`src/rtl/disp_scan_mux.sv`:
```
// disp_scan_mux: time-multiplexed seven-segment scan engine.
// Snapshots a packed hex word once per frame, walks an active-low anode
// across NUM_DIGITS digits and presents the selected nibble, decimal point
// and blanking (digit enable / leading-zero suppression) as registered outputs.
module disp_scan_mux #(
  parameter int NUM_DIGITS  = 8,
  parameter int REFRESH_DIV = 100000,
  parameter int IDXW        = $clog2(NUM_DIGITS)
) (
  input  logic                    clk,
  input  logic                    reset,
  input  logic [4*NUM_DIGITS-1:0] data_in,
  input  logic [NUM_DIGITS-1:0]   dp_in,
  input  logic [NUM_DIGITS-1:0]   digit_en,
  input  logic                    lz_en,
  output logic [NUM_DIGITS-1:0]   anode,
  output logic [3:0]              hex_out,
  output logic                    dp_out,
  output logic [IDXW-1:0]         sel,
  output logic                    tick
);

  localparam int DIVW = $clog2(REFRESH_DIV);
  localparam logic [DIVW-1:0] DIV_LAST = DIVW'(REFRESH_DIV - 1);
  localparam logic [IDXW-1:0] SEL_LAST = IDXW'(NUM_DIGITS - 1);

  logic [DIVW-1:0]         div_cnt_q, div_cnt_d;
  logic [IDXW-1:0]         sel_q, sel_d;
  logic [4*NUM_DIGITS-1:0] snap_data_q, snap_data_d;
  logic [NUM_DIGITS-1:0]   snap_dp_q, snap_dp_d;
  logic [NUM_DIGITS-1:0]   anode_q, anode_d;
  logic [3:0]              hex_q, hex_d;
  logic                    dp_q, dp_d;

  logic                    tick_w;
  logic                    frame_wrap;
  logic [NUM_DIGITS-1:0]   suppress;
  logic                    run_zero;
  logic [3:0]              cur_nib;
  logic                    cur_dp;
  logic                    cur_en;
  logic                    cur_sup;
  logic                    blank;

  // Slot divider, digit index and frame snapshot next-state
  always_comb begin
    tick_w      = (div_cnt_q == DIV_LAST);
    frame_wrap  = tick_w && (sel_q == SEL_LAST);
    div_cnt_d   = tick_w ? '0 : div_cnt_q + 1'b1;
    sel_d       = sel_q;
    if (tick_w) begin
      sel_d = frame_wrap ? '0 : sel_q + 1'b1;
    end
    snap_data_d = frame_wrap ? data_in : snap_data_q;
    snap_dp_d   = frame_wrap ? dp_in   : snap_dp_q;
  end

  // Leading-zero mask: walk from the most significant digit down, digit 0 exempt
  always_comb begin
    suppress = '0;
    run_zero = 1'b1;
    for (int unsigned j = 0; j < NUM_DIGITS; j++) begin
      run_zero = run_zero && (snap_data_q[4*(NUM_DIGITS-1-j) +: 4] == 4'h0);
      if (j != NUM_DIGITS - 1) begin
        suppress[NUM_DIGITS-1-j] = lz_en && run_zero;
      end
    end
  end

  // Current-digit mux and blanking decision feeding the output registers
  always_comb begin
    cur_nib = '0;
    cur_dp  = 1'b0;
    cur_en  = 1'b0;
    cur_sup = 1'b0;
    for (int unsigned k = 0; k < NUM_DIGITS; k++) begin
      if (sel_q == IDXW'(k)) begin
        cur_nib = snap_data_q[4*k +: 4];
        cur_dp  = snap_dp_q[k];
        cur_en  = digit_en[k];
        cur_sup = suppress[k];
      end
    end
    blank   = !cur_en || cur_sup;
    anode_d = '1;
    for (int unsigned k = 0; k < NUM_DIGITS; k++) begin
      if (!blank && (sel_q == IDXW'(k))) begin
        anode_d[k] = 1'b0;
      end
    end
    hex_d = cur_nib;
    dp_d  = blank ? 1'b1 : !cur_dp;
  end

  // All state; synchronous reset returns to the blank, zero-snapshot state
  always_ff @(posedge clk) begin
    if (reset) begin
      div_cnt_q   <= '0;
      sel_q       <= '0;
      snap_data_q <= '0;
      snap_dp_q   <= '0;
      anode_q     <= '1;
      hex_q       <= '0;
      dp_q        <= 1'b1;
    end else begin
      div_cnt_q   <= div_cnt_d;
      sel_q       <= sel_d;
      snap_data_q <= snap_data_d;
      snap_dp_q   <= snap_dp_d;
      anode_q     <= anode_d;
      hex_q       <= hex_d;
      dp_q        <= dp_d;
    end
  end

  // Output drive
  always_comb begin
    anode   = anode_q;
    hex_out = hex_q;
    dp_out  = dp_q;
    sel     = sel_q;
    tick    = tick_w;
  end

endmodule

```
`config.mk`:
```
export PLATFORM = sky130hd
export DESIGN_NAME = disp_scan_mux
export DESIGN_NICKNAME = d
export VERILOG_FILES = /design/src/rtl/disp_scan_mux.sv
export SDC_FILE = /design/constraint.sdc
export NUM_CORES = 1
export LEC_CHECK = 0
export CAP_MARGIN = 15
export CORE_AREA = 10 10 108 110
export CTS_BUF_LIST = sky130_fd_sc_hd__clkbuf_4 sky130_fd_sc_hd__clkbuf_8
export CTS_CLUSTER_DIAMETER = 200
export DETAILED_ROUTE_END_ITERATION = 10
export DIE_AREA = 0 0 118 120
export HOLD_SLACK_MARGIN = 0.05
export SLEW_MARGIN = 30
export SYNTH_ARGS = -nofsm -noshare
export SYNTH_HDL_FRONTEND = slang
export SYNTH_SLANG_ARGS = --single-unit
```
`constraint.sdc`:
```
create_clock -name clk -period 3.51 [get_ports clk]
set_input_delay 0.702 -clock clk [delete_from_list [all_inputs] [get_ports clk]]
set_output_delay 0.702 -clock clk [all_outputs]
set_load 0.005 [all_outputs]
```
---- Word-level counts from Yosys, hierarchy flattened ----
Cells that the tools add are included.
cells by class
  div/mod/pow operators ................... 0
  eq/ne operators ......................... 8
  reduce and logical (&&, ||, !) cells .... 36
  add/sub/neg operators ................... 2
  $mul .................................... 0
  muxes and demuxes ....................... 40
  bitwise gates (word level) .............. 0
  magnitude comparators ................... 0
  shift operators ......................... 0
operator list
  operator                                        number
  2-to-1 mux 4 bit                                8
  2-to-1 mux 1 bit                                31
  zero test 4 bit                                 7
  logical AND 1 bit                               22
  adder 17 x 1 -> 17 bit (second input constant)  1
  == test 17 bit (second input constant)          1
  == test 3 bit (second input constant)           4
  == test 3 x 2 -> 1 bit (second input constant)  2
  OR reduction 2 bit                              2
  adder 3 x 1 -> 3 bit (second input constant)    1
  == test 3 x 1 -> 1 bit (second input constant)  1
  zero test 1 bit                                 3
  zero test 3 bit                                 1
  2-to-1 mux 3 bit                                1
  logical OR 1 bit                                1
word-level totals
  RAM bits ................................ 0
  input bits .............................. 51
  bits in latches ......................... 0
  memories kept ........................... 0
  register bits after elaboration ......... 73
  output and inout bits ................... 17
  ROM bits ................................ 0

---- Longest topological paths before layout ----
Gate-level depths: netlist (run 1).
  depth after elaboration ................. 19
  depth in mapped cells ................... 11
  depth with buffers taken out ............ 7

---- Worst setup path before layout (run 1) ----
OpenSTA, ideal clock, no wires.
  kind .................................... register -> register
  start point ............................. register sel_q[2] (netlist: sel[2])
  end point ............................... register anode_q[0] (netlist: anode[0])
  data arrival time ....................... 2.379 ns
  setup slack ............................. 0.989 ns
  required time ........................... 3.368 ns
  stages on the path, launching flop included .. 11
  cell sequence ........................... dfxtp_1 clkbuf_1 clkbuf_1 inv_1 ha_1 clkbuf_1 nor2b_1 o31ai_1 o311ai_0 a21boi_1 nand4_1
between the ends
  word-level cells in the longest chain between the ends .. 14
ends and longest elaborated chain
  element                         RTL line  source
  start: declaration              28        logic [IDXW-1:0] sel_q, sel_d;
  start signal: assignment        107       sel_q <= sel_d;
  zero test 3 bit                 77, 87
  2-to-1 mux 1 bit (8 in series)  77        if (sel_q == IDXW'(k)) begin
  zero test 1 bit                 84        blank = !cur_en || cur_sup;
  logical OR 1 bit                84
  zero test 1 bit                 87        if (!blank && (sel_q == IDXW'(k))) begin
  logical AND 1 bit *             87
  2-to-1 mux 1 bit *              87
  end signal: assignment          110       anode_q <= anode_d;
  end: declaration                31        logic [NUM_DIGITS-1:0] anode_q, anode_d;
Every way passes the cells marked *; elsewhere a longest branch is shown, timed or not.
A chain may end at the register's enable or synchronous reset.

---- Worst setup path after layout (run 1) ----
  start point ............................. register div_cnt_q[0]
  end point ............................... output port tick
between the ends
  word-level cells in the longest chain between the ends .. 1
ends and longest elaborated chain
  element                   RTL line  source
  start: declaration        27        logic [DIVW-1:0] div_cnt_q, div_cnt_d;
  start signal: assignment  106       div_cnt_q <= div_cnt_d;
  == test 17 bit            47        tick_w = (div_cnt_q == DIV_LAST);
  end: declaration          20        output logic tick
No other way between the ends.

==> run_results.csv, run 1 <==
group,metric,value,unit
run_status,status,"finished clean",
timing,final.setup.tns,0,ps
synthesis,yosys.area.top_type,"dfxtp_1",
setup_path,critPathTopFamily,"buffers and inverters",
power,pwr_density_cell,361,nW/µm²
power,pwr-share-clk,44.0,%
synthesis,synthTopCellsByArea,"dfxtp_1 39%, a21oi_2 9.4%, nand2_2 6.7%",
cells_and_area,nNetsFinal,539,
synthesis,ys.flop_type,"dfxtp_1",
place,gp_congestion,0.883,
synthesis,synth_edf_count,0,
setup_path,slowest_stage,"clkdlybuf4s50_1",
setup_path,critical_path_class,"register to primary output",
cells_and_area,layout_common_cells,"73 x dfxtp_1, 66 x clkdlybuf4s50_1, 58 x nand2_1",
power,switching_share,22.1,%
cells_and_area,regArea,1460,µm²
clock_tree,cts_buffer_depth,2,
global_routing,grt_pass1_wl,15.6,mm
setup_path,worstPathCellList,"ha_1 > nand4_1 > nor3_1 > clkdlybuf4s50_1",
setup_path,endpoint_kind,"primary output",
timing,slew_headroom,47.0,%
floorplanning,placementRows,36,
cells_and_area,syn_to_final_growth,23.4,%
synthesis,synthCells,426,
setup_path,crit_buf_inv,1,
floorplanning,die_w,118,µm
floorplanning,dieArea,14200,µm²
synthesis,synth-async-reset-ratio,0,%
clock_tree,holdBufCountCts,0,
floorplanning,io_pins,68,
global_routing,grt-ovfl-total,0,
clock_tree,post_cts_resized,0,
timing,finalSetupViolCount,0,
power,p_leak,1.50,nW
drt,drc,0,
synthesis,synth_warnings,0,
cells_and_area,fin_area,4580,µm²
global_routing,grt_max_degree,41,
timing,rsz0062_at_grt,"no",
drt,vias,3093,
floorplanning,start_util,38.9,%
drt,dr.pass1.iters,4,
power,peakVddDrop,0.000204,V
synthesis,synth_cell_type_count,55,
synthesis,ys_seq_area_share,39.4,%
timing,clock.fmax,353,MHz
hold_path,hold_class,"register to register",
timing,fin_ws,681,ps
clock_tree,cts_setup_buffers,0,
setup_path,critPathRequiredTime,2810,ps
place,place_ws,688,ps
setup_path,cpPeakStageDelay,600,ps
floorplanning,coreArea,9550,µm²
cells_and_area,antenna_cells,0,
setup_path,critPathLaunchType,"register",
clock_tree,cts.sinks,73,
setup_path,cp_max_fo,5,
clock_tree,cts-htree-levels,3,
clock_tree,clkTransAtPathRegs,70,ps
place,dpl_cell_area,4360,µm²
synthesis,avgSynthCellArea,8.71,µm²
setup_path,cp_data_arrival_time,2130,ps
timing,period_minus_slack,2830,ps
clock_tree,cts_made_buffers,9,
cells_and_area,final_layout_size_suffix_gt1_share,22.6,%
place,dpl.cell_count,603,
power,pwr-share-comb,5.5,%
clock_tree,root_buffer,"clkbuf_8",
synthesis,synth_nets,484,
cells_and_area,multi_input_area,1970,µm²
timing,skew,11.4,ps
timing,drv_slew,0,
global_routing,grt_antenna_before_repair,0,
clock_tree,cts_tree,"built",
synthesis,syn_area,3710,µm²
power,pwr-share-seq,50.5,%
timing,finalCritPeriodShare,80.6,%
place,port_buffers,67,
power,p_switching,0.365,mW
drt,initialDrtViolationCount,161,
global_routing,grt_pass1_vias,3169,
cells_and_area,nFillCells,958,
drt,postRouteAntennaNets,0,
timing,hold_viol_final,0,
global_routing,gr-usage-all-layers,13.3,%
cells_and_area,layout.cells.most_common,"dfxtp_1",
run,max_cap_viol_count,0,
clock_tree,clk_latency,350,ps
timing,tightest_slew,775,ps
drt,routed_wl,9.39,mm
floorplanning,die_y,120,µm
drt,routedWlPerCell,15.2,µm
drt,vias_per_cell,5.00,
synthesis,ys_ff_latch,73,
power,p_int,1.29,mW
synthesis,synth_top_area_share,39.4,%
cells_and_area,layout.cells.non_filler,619,
place,post-dp-hpwl,6.98,mm
-- layer usage --
| layer | share of wire (%) | routed length [µm] | track usage [%] |
|---|---|---|---|
| met1 | 48 | 4480 | 16.4 |
| met5 | 0 | 0 | 0 |
| met2 | 46 | 4290 | 21.3 |
| met4 | 1.5 | 141 | 5.02 |
| met3 | 5.1 | 477 | 4.08 |
-- cells in the mapped netlist, types with 2 or more instances --
master and number:
o21ai_0 7, nor4_1 5, and3_1 4, buf_2 2, ha_1 7, nand3_1 11, nand4_1 11, a2111oi_0 7
inv_1 13, xnor2_1 2, dfxtp_1 73, a221oi_1 5, nand2_1 58, a21oi_1 20, dlygate4sd1_1 3, and3b_1 3
a21oi_2 40, or4_1 2, nand3b_1 3, nor2b_1 6, nor3_1 7, clkbuf_1 13, nand2_2 40, xor2_1 13
buf_4 6, a211o_1 2, a211oi_1 2, nor2_1 30, buf_12 5
-- stage by stage --
step           utilization, %  hold WS [ps]  power (mW)
3_5_place_dp             45.7           450       0.946
4_1_cts                  48.0           464        1.67
3_3_place_gp             45.7           447       0.945
6_report                 48.0           462        1.65
2_1_floorplan               -           436       0.880
5_1_grt                  48.0           490        1.71
-- layout make-up --
cell class	count	area share [%]
Clock buffer	9	2.70
Sequential cell	73	31.9
Multi-Input combinational cell	310	42.9
Tap cell	133	3.63
Timing Repair Buffer	74	15.7
Clock inverter	7	2.08
Inverter	13	1.07
-- power groups by stage --
| stage | registers [mW] | logic, mW | clock network, mW |
|---|---|---|---|
| 5_1_grt | 0.835 | 0.0991 | 0.779 |
| 2_1_floorplan | 0.853 | 0.0268 | 0 |
| 4_1_cts | 0.834 | 0.0929 | 0.741 |
| 3_5_place_dp | 0.854 | 0.0921 | 0 |
| 6_report | 0.834 | 0.0913 | 0.727 |
| 3_3_place_gp | 0.853 | 0.0912 | 0 |
-- sequential cells by signal (all words and copies together), names as in the netlist --
signal and cells:
dp_out 1, snap_data_q 32, sel 3, anode 8, hex_out 4, snap_dp_q 8
div_cnt_q 17
-- cells by family after synthesis --
logic type      Yosys count  share of synthesized area [%]
compound gates           95                           19.4
fa+ha+maj                 7                           2.36
flops                    73                           39.4
xor+xnor                 15                           3.54
buf+inv                  43                           7.62
simple gates            193                           27.7
-- path summary, 6_finish.rpt --
check	endpoint	cells past startpoint	startpoint	slack (ps)
worst max-delay path	tick	4	div_cnt_q[0]	680
worst min-delay path	snap_data_q[3]	2	snap_data_q[3]	460
worst max register to register	anode[2]	7	sel[2]	900
worst min register to register	snap_data_q[3]	2	snap_data_q[3]	460
-- worst reg2reg max path: stages (launching register included) --
cell and delay [ps]:
dfxtp_1 620, inv_1 230, ha_1 450, nor2b_1 220, o31ai_1 180, o311ai_0 160, a21boi_1 460, nand4_1 160
Power figures use the tool's default switching activity.
==> run 2: changes to the inputs <==
==> constraint.sdc (replaced) <==
create_clock -name clk -period 2.79 [get_ports clk]
set_input_delay 0.558 -clock clk [delete_from_list [all_inputs] [get_ports clk]]
set_output_delay 0.558 -clock clk [all_outputs]
set_load 0.005 [all_outputs]
==> run 2 against run 1 <==
Against the previous run:
- hold slack better by 5.7 ps
- setup slack lost 480 ps
- final cell count increased by 0.81%
- register-to-register slack worse by 570 ps
- clock skew rose by 1.6 ps
- combinational power up 28%
- first-iteration DRC count rose by 3.1%
- die area unchanged
- non-clock buffer count increased by 5
- critical path type unchanged
- largest cell class unchanged
- highest routed layer unchanged
==> run_results.csv, run 2 (same netlist as run 1, synthesis figures left out) <==
group,metric,value,unit
run_status,status,"finished clean",
setup_path,cp_max_fo,5,
power,peakVddDrop,0.000231,V
drt,initialDrtViolationCount,166,
drt,routedWlPerCell,15.3,µm
drt,vias,3164,
floorplanning,placementRows,36,
setup_path,critPathRequiredTime,2230,ps
clock_tree,cts.sinks,73,
hold_path,min_to,"snap_data_q[0]",
place,gp_congestion,0.862,
setup_path,r2r_start,"sel[0]",
timing,finalCritPeriodShare,92.9,%
timing,tightest_slew,706,ps
place,dpl.cell_count,608,
timing,clock.fmax,386,MHz
setup_path,r2r_end,"hex_out[1]",
floorplanning,io_pins,68,
clock_tree,root_buffer,"clkbuf_8",
floorplanning,die_y,120,µm
floorplanning,start_util,38.9,%
clock_tree,holdBufCountCts,0,
power,pwr-share-clk,43.3,%
cells_and_area,syn_to_final_growth,24.5,%
cells_and_area,layout.cells.most_common,"dfxtp_1",
timing,slew_headroom,51.7,%
timing,holdWs,468,ps
global_routing,grt_pass1_wl,15.9,mm
power,switching_share,22.1,%
floorplanning,coreArea,9550,µm²
setup_path,crit_path_start,"div_cnt_q[0]",
cells_and_area,nNetsFinal,544,
clock_tree,cts_setup_buffers,0,
drt,vias_per_cell,5.07,
clock_tree,clkTransAtPathRegs,80,ps
power,p_int,1.60,mW
timing,finalSetupViolCount,0,
power,p_leak,1.52,nW
place,dpl_cell_area,4400,µm²
global_routing,grt_max_degree,41,
cells_and_area,layout_common_cells,"73 x dfxtp_1, 66 x clkdlybuf4s50_1, 58 x nand2_1",
run,max_cap_viol_count,0,
setup_path,cp_data_arrival_time,2030,ps
drt,drc,0,
clock_tree,clk_latency,350,ps
power,p_switching,0.454,mW
place,port_buffers,67,
clock_tree,cts-htree-levels,3,
cells_and_area,layout.cells.non_filler,624,
floorplanning,die_w,118,µm
cells_and_area,final_layout_size_suffix_gt1_share,23.6,%
cells_and_area,antenna_cells,0,
clock_tree,cts_tree,"built",
timing,period_minus_slack,2590,ps
cells_and_area,multi_input_area,1970,µm²
clock_tree,cts_buffer_depth,2,
hold_path,hold_class,"register to register",
timing,rsz0062_at_grt,"no",
power,pwr-share-seq,51.0,%
timing,drv_slew,0,
clock_tree,cts_made_buffers,9,
floorplanning,dieArea,14200,µm²
timing,skew,13.0,ps
cells_and_area,regArea,1460,µm²
global_routing,gr-usage-all-layers,13.4,%
power,pwr-share-comb,5.7,%
setup_path,endpoint_kind,"primary output",
drt,postRouteAntennaNets,0,
drt,dr.pass1.iters,4,
cells_and_area,nFillCells,945,
hold_path,min-delay-start,"snap_data_q[0]",
setup_path,ff2ff_path_depth,8,
power,pwr_density_cell,446,nW/µm²
cells_and_area,reg_top3,"snap_data_q x32, div_cnt_q x17",
setup_path,critical_path_class,"register to primary output",
hold_path,min_path_cells,2,
cells_and_area,largest_register,"snap_data_q",
place,post-dp-hpwl,6.98,mm
setup_path,reg2reg_slack,330,ps
drt,routed_wl,9.55,mm
global_routing,grt_antenna_before_repair,0,
global_routing,grt_pass1_vias,3142,
cells_and_area,fin_area,4620,µm²
global_routing,grt-ovfl-total,0,
cells_and_area,largest_register_ff_count,32,
timing,hold_viol_final,0,
power,power,2.06,mW
timing,final.setup.tns,0,ps
setup_path,critPathLaunchType,"register",
run 2: metrics by stage:
step	utilization [%]	setup slack, ps
2_1_floorplan	-	269
3_3_place_gp	46.1	371
3_5_place_dp	46.1	361
4_1_cts	48.3	82.0
5_1_grt	48.4	32.3
6_report	48.4	197
run 2: power by group through the flow:
stage / Combinational [mW] / Sequential (mW) / Clock (mW)
finish: 0.117 / 1.05 / 0.891
global placement: 0.118 / 1.07 / 0
floorplan: 0.0337 / 1.07 / 0
global route: 0.127 / 1.05 / 0.943
CTS: 0.119 / 1.05 / 0.902
detailed placement: 0.118 / 1.07 / 0
run 2: repair_timing:
item | CTS | global route
endpoints found under the hold margin | 0 | 0
setup endpoints to repair | 0 | 1
resized for setup | 0 | 1
run 2: worst max path at each step:
stage | end | slack, ps
6_report | tick | 200
5_1_grt | tick | 30
4_1_cts | tick | 80
3_5_place_dp | hex_out[1] | 360
3_3_place_gp | hex_out[1] | 370
2_1_floorplan | anode[0] | 270
run 2: final cells by class:
type,count,share of cell area [%]
tap,133,3.60
sequential,73,31.6
multi-input combinational,310,42.7
clock buffer,12,3.58
clock inverter,4,1.08
timing repair buffer,79,16.4
inverter,13,1.06
run 2: worst max-delay path, cell delays in order, from the launching register on:
cell	delay, ps
dfxtp_1	390
ha_1	270
nand4_1	160
nor3_2	310
clkdlybuf4s50_1	570
run 2: routing by layer:
metal | global-route usage, % | share of wire [%] | up-vias
met2 | 21.2 | 45 | 97
met4 | 4.64 | 1.5 | 0
met1 | 17.3 | 48 | 1464
met3 | 3.70 | 5.3 | 13
li1 | - | - | 1590
met5 | 0 | 0 | -
